<file path="config.mk">
export PLATFORM = sky130hd
export DESIGN_NAME = ws28xx_frame_sched
export DESIGN_NICKNAME = d
export VERILOG_FILES = /design/src/rtl/ws28xx_pkg.sv /design/src/rtl/ws28xx_refresh_timer.sv /design/src/rtl/ws28xx_frame_sched.sv
export SDC_FILE = /design/constraint.sdc
export NUM_CORES = 1
export LEC_CHECK = 0
export ABC_AREA = 0
export CELL_PAD_IN_SITES_DETAIL_PLACEMENT = 1
export CELL_PAD_IN_SITES_GLOBAL_PLACEMENT = 2
export CORE_UTILIZATION = 31
export CTS_CLUSTER_SIZE = 14
export DETAILED_ROUTE_END_ITERATION = 12
export PLACE_DENSITY = 0.84
export SYNTH_ARGS = -nofsm -noshare
export SYNTH_HDL_FRONTEND = slang
export SYNTH_SLANG_ARGS = --single-unit
</file>
<file path="constraint.sdc">
create_clock -name clk_i -period 5.4 [get_ports clk_i]
set_input_delay 0.81 -clock clk_i [delete_from_list [all_inputs] [get_ports clk_i]]
set_output_delay 0.81 -clock clk_i [all_outputs]
set_load 0.1 [all_outputs]
</file>
<file path="src/rtl/ws28xx_pkg.sv">
// Shared types and RAM word layout for the WS28xx frame scheduler.
package ws28xx_pkg;

    typedef enum logic [1:0] {
        IDLE = 2'd0,
        FILL = 2'd1,
        PEND = 2'd2
    } sched_state_t;

    localparam logic [7:0] LINK_END  = 8'h00;
    localparam int         PIXEL_MAX = 256;

    localparam int LINK_MSB  = 31;
    localparam int LINK_LSB  = 24;
    localparam int COLOR_MSB = 23;

    function automatic logic [LINK_MSB:0] pack_word(input logic [LINK_MSB-LINK_LSB:0] link,
                                                    input logic [COLOR_MSB:0]         color);
        pack_word = {link, color};
    endfunction

endpackage

</file>
<file path="src/rtl/ws28xx_refresh_timer.sv">
// Free-running refresh counter; tick is high for the last cycle of each period.
module ws28xx_refresh_timer #(
    parameter int REFRESH_CYCLES = 1000000
) (
    input  logic clk_i,
    input  logic rst_n_i,
    output logic tick_o
);

    localparam int CNT_W = $clog2(REFRESH_CYCLES);

    logic [CNT_W-1:0] count_q;

    assign tick_o = (count_q == CNT_W'(REFRESH_CYCLES - 1));

    always_ff @(posedge clk_i or negedge rst_n_i) begin
        if (!rst_n_i) begin
            count_q <= '0;
        end else if (tick_o) begin
            count_q <= '0;
        end else begin
            count_q <= count_q + 1'b1;
        end
    end

endmodule

</file>
<file path="src/rtl/ws28xx_frame_sched.sv">
// Double-buffered frame scheduler feeding the WS28xx bit controller.
// Optional WS28XX_SCHED_REPEAT_EN re-sends the front frame on idle refresh ticks.
module ws28xx_frame_sched
    import ws28xx_pkg::*;
#(
    parameter int REFRESH_CYCLES = 1000000
) (
    input  logic        clk_i,
    input  logic        rst_n_i,
    input  logic [23:0] wr_data_i,
    input  logic        wr_last_i,
    input  logic        wr_valid_i,
    output logic        wr_ready_o,
    output logic        ram_wr_en_o,
    output logic [8:0]  ram_wr_addr_o,
    output logic [31:0] ram_wr_data_o,
    output logic        ram_rd_bank_o,
    output logic        out_sync_o,
    output logic        frame_pend_o
);

    localparam logic [7:0] ADDR_MAX = 8'(PIXEL_MAX - 1);

    sched_state_t state_q, state_d;
    logic [7:0]   addr_q;
    logic         ready_q;
    logic         front_bank_q;
    logic         sync_q;
    logic         tick;
    logic         hs;
    logic         last_eff;
    logic         swap;
    logic         resend;

    logic         wr_en_p1;
    logic [8:0]   wr_addr_p1;
    logic [31:0]  wr_data_p1;

    function automatic logic [7:0] next_link(input logic [7:0] addr, input logic last);
        next_link = last ? LINK_END : addr + 8'd1;
    endfunction

    ws28xx_refresh_timer #(
        .REFRESH_CYCLES(REFRESH_CYCLES)
    ) u_timer (
        .clk_i  (clk_i),
        .rst_n_i(rst_n_i),
        .tick_o (tick)
    );

    // A full bank (address 255) closes the frame even without wr_last_i.
    assign hs       = wr_valid_i & ready_q;
    assign last_eff = wr_last_i | (addr_q == ADDR_MAX);

    always_comb begin
        state_d = state_q;
        swap    = 1'b0;
        case (state_q)
            IDLE: if (hs) state_d = last_eff ? PEND : FILL;
            FILL: if (hs && last_eff) state_d = PEND;
            PEND: begin
                if (tick) begin
                    state_d = IDLE;
                    swap    = 1'b1;
                end
            end
            default: state_d = IDLE;
        endcase
    end

    always_ff @(posedge clk_i or negedge rst_n_i) begin
        if (!rst_n_i) begin
            state_q <= IDLE;
        end else begin
            state_q <= state_d;
        end
    end

`ifdef WS28XX_SCHED_REPEAT_EN
    // Only a frame committed since the last reset may be repeated.
    logic front_vld_q;

    always_ff @(posedge clk_i or negedge rst_n_i) begin
        if (!rst_n_i) begin
            front_vld_q <= 1'b0;
        end else if (swap) begin
            front_vld_q <= 1'b1;
        end
    end

    assign resend = tick & (state_q != PEND) & front_vld_q;
`else
    assign resend = 1'b0;
`endif

    // Stage p1: registered RAM write, bank swap and start strobe.
    always_ff @(posedge clk_i or negedge rst_n_i) begin
        if (!rst_n_i) begin
            addr_q       <= '0;
            ready_q      <= 1'b0;
            front_bank_q <= 1'b0;
            sync_q       <= 1'b0;
            wr_en_p1     <= 1'b0;
            wr_addr_p1   <= '0;
            wr_data_p1   <= '0;
        end else begin
            ready_q  <= (state_d != PEND);
            sync_q   <= swap | resend;
            wr_en_p1 <= hs;
            if (swap) begin
                front_bank_q <= ~front_bank_q;
            end
            if (hs) begin
                wr_addr_p1 <= {~front_bank_q, addr_q};
                wr_data_p1 <= pack_word(next_link(addr_q, last_eff), wr_data_i);
                addr_q     <= last_eff ? 8'd0 : addr_q + 8'd1;
            end
        end
    end

    assign wr_ready_o    = ready_q;
    assign frame_pend_o  = (state_q == PEND);
    assign ram_rd_bank_o = front_bank_q;
    assign out_sync_o    = sync_q;
    assign ram_wr_en_o   = wr_en_p1;
    assign ram_wr_addr_o = wr_addr_p1;
    assign ram_wr_data_o = wr_data_p1;

endmodule
</file>
==> run_results.csv <==
group,metric,value,unit
synth,syn_nets,314,
synth,avgSynthCellArea,9.90,um^2
layout,num-fill-cells,988,
synth,synth.area.top_cells,"dfrtp_1 (60%), nand2_1 (14%), xnor2_1 (3.1%)",
critical_path,cpMaxStageDelayCell,"clkdlybuf4s50_1",
critical_path,cp_max_fo,4,
global_routing,grt_antenna_before_repair,0,
routing,drt-met1-wl,3150,um
floorplanning,die_h,97.3,um
critical_path,cp_cell_sequence,"or2b_2 -> inv_1 -> clkdlybuf4s50_1",
worst_hold_path,hp-class,"reg2reg",
timing,fin_crit_sh,0.572,
placement,port_buffers,73,
layout,layout_common_cells,"nand2_1 (108), clkdlybuf4s50_1 (72), dfrtp_1 (67)",
synth,synth_cells,284,
placement,gp_congestion,0.744,
layout,final_nets,390,
synth,ys_seq_area_frac,0.596,
critical_path,r2r-end,"wr_ready_o",
placement,place_hpwl,4520,um
critical_path,cpPeakStageDelay,1130,ps
synth,yosys.area.top_type_share,0.596,
worst_hold_path,whs_path_depth,2,
cts,path_clk_slew,70,ps
power_and_ir_drop,leakagePower,0.00180,uW
cts,cts_tree,"yes",
floorplanning,dieArea,0.00946,mm^2
timing,hold_viol_final,0,
timing,relSlewSlack,0.338,
routing,vias,2210,
layout,final-instance-count-excl-fill,473,
timing,maxSlewViolCount,0,
routing,final_antenna_net_count,0,
layout,drive_gt1_frac,0.0630,
floorplanning,core,0.00876,mm^2
critical_path,path_buf_inv,2,
critical_path,crit_arrival,2280,ps
routing,drt-wirelength-per-cell,13.9,um
layout,final_common_cell,"nand2_1",
critical_path,end_kind,"output pin",
cts,root_buffer,"clkbuf_8",
global_routing,track_usage,0.149,
cts,hold_buffers,0,
global_routing,grt.overflow.total,0,
routing,dr.first_iter.drc_count,83,
critical_path,crit_type,"reg2out",
floorplanning,fp.dieW,97.3,um
routing,drt-vias-per-instance,4.67,
global_routing,grt_pass1_vias,2388,
cts,clkLatencyLatePin,330,ps
floorplanning,top_level_ports,74,
synth,ys_types,36,
routing,drt_wl_total,6580,um
critical_path,start_kind,"flip-flop",
synth,yosysWarnings,0,
synth,synth_area_leader_cell,"dfrtp_1",
critical_path,worst-endpoint-required,4590,ps
layout,syn_to_final_growth,37.3,%
global_routing,grt_max_degree,68,
routing,dr_wl_met2,3090,um
critical_path,rr_worst_depth,4,
cts,clk_path_buf_depth,2,
timing,tns,0,ps
floorplanning,initial_core_util,0.321,
critical_path,rrSetupSlack,3120,ps
routing,dr.max_layer_used,"met4",
timing,fmax,324,MHz
synth,synth-seq-cells,67,
critical_path,critPathTopFamily,"buffers and inverters",
critical_path,crit-reg2reg-launch,"u_timer.count_q[7]",
cts,cts_setup_buffers,0,
routing,first_pass_iters,4,
power_and_ir_drop,power.density,259,mW/mm^2
timing,setup_viol,0,
placement,place_inst,457,
routing,drc,0,
cts,h-tree-depth,3,
cts,numCtsBuffers,9,
timing,worst_pin_slew,991,ps
global_routing,grt_first_pass_wirelength,11400,um
cts,clkSinkCount,67,
power_and_ir_drop,vdd_ir_drop_max,0.000153,V
floorplanning,num_rows,34,
layout,n_antenna_cell,0,
worst_hold_path,hold_path.startpoint,"ram_wr_data_o[17]",
worst_hold_path,min_to,"ram_wr_data_o[17]",
routing,wl_met3,260,um
timing,finalCriticalPeriod,3090,ps
synth,synth.cell_area,0.00281,mm^2
timing,finClkSkew,9.98,ps
run_status,run_status,"completed",
timing,rsz0062_at_grt,"no",
run,drv_cap,0,
cts,cts.repair.resized,0,
report_power, final:
| group | total, uW | internal, uW | leakage, uW | switching [uW] |
|---|---|---|---|---|
| sequential | 502 | 502 | 0.000917 | 0 |
| clock | 471 | 285 | 0.000113 | 186 |
| combinational | 29.3 | 16.9 | 0.000768 | 12.4 |
| total | 1000 | 803 | 0.00180 | 198 |
flip-flops by register name, indices dropped and copies added (netlist names):
register	flops
state_q	2
ram_wr_en_o	1
u_timer.count_q	20
ram_rd_bank_o	1
ram_wr_addr_o	9
ram_wr_data_o	24
wr_ready_o	1
addr_q	8
out_sync_o	1
worst reg2reg max path: cells and delay by family (launching register included):
kind / cells / cell delay, ps
simple gates: 3 / 1570
flops: 1 / 430
compound gates: 1 / 220
worst max path at each step:
stage / startpoint / endpoint / cells past startpoint
after floorplan: state_q[1] / frame_pend_o / 2
after global placement: wr_valid_i / wr_ready_o / 7
after detailed placement: wr_valid_i / wr_ready_o / 7
after CTS: state_q[1] / frame_pend_o / 3
after global routing: state_q[1] / frame_pend_o / 3
final: state_q[1] / frame_pend_o / 3
stage by stage:
step / hold slack (ps) / cell area [um^2] / utilization / setup slack (ps) / power, uW
3_5_place_dp: 466 / 3630 / 0.415 / 2430 / 542
3_3_place_gp: 455 / 3630 / 0.415 / 2510 / 542
2_1_floorplan: 436 / 2810 / - / 3290 / 512
6_report: 481 / 3860 / 0.441 / 2310 / 1000
4_1_cts: 484 / 3860 / 0.441 / 2290 / 1020
5_1_grt: 509 / 3860 / 0.441 / 2220 / 1040
synthesized netlist by cell type (all sizes together):
| cell type | instances |
|---|---|
| a21o | 1 |
| a21oi | 2 |
| a31oi | 1 |
| a32o | 1 |
| and3 | 3 |
| and4 | 2 |
| buf | 4 |
| clkbuf | 6 |
| dfrtp | 67 |
| ha | 2 |
| inv | 4 |
| mux2i | 3 |
| nand2 | 108 |
| nand3 | 6 |
| nand4 | 11 |
| nor2 | 16 |
| nor2b | 1 |
| nor3 | 7 |
| nor3b | 2 |
| nor4 | 4 |
| o21a | 1 |
| o21ai | 5 |
| o22a | 1 |
| o22ai | 1 |
| or2b | 1 |
| or3 | 1 |
| or4 | 2 |
| or4b | 1 |
| xnor2 | 10 |
| xor2 | 10 |
cell type report:
type                            count  area [um^2]  area share
Clock buffer                       12          155      0.0402
Clock inverter                      4         72.6      0.0188
Inverter                            4         15.0     0.00389
Multi-Input combinational cell    203         1060       0.276
Sequential cell                    67         1680       0.434
Tap cell                          108          135      0.0350
Timing Repair Buffer               75          743       0.192
per-layer routing:
layer	up-vias	global-route usage
met3	5	0.0317
met4	0	0.0645
met2	51	0.235
li1	1080	-
met1	1074	0.199
met5	-	0
kinds of logic (layout without fill, tap and decap cells):
group	Yosys count	after routing	synth area share
buffers and inverters	14	95	0.0254
DFF	67	67	0.596
muxes	3	3	0.0107
and+or+nand+nor	165	165	0.268
AOI/OAI and AO/OA	13	13	0.0289
adders and majority gates	2	2	0.00890
xor gates and xnor gates	20	20	0.0623
Power figures use the tool's default switching activity.
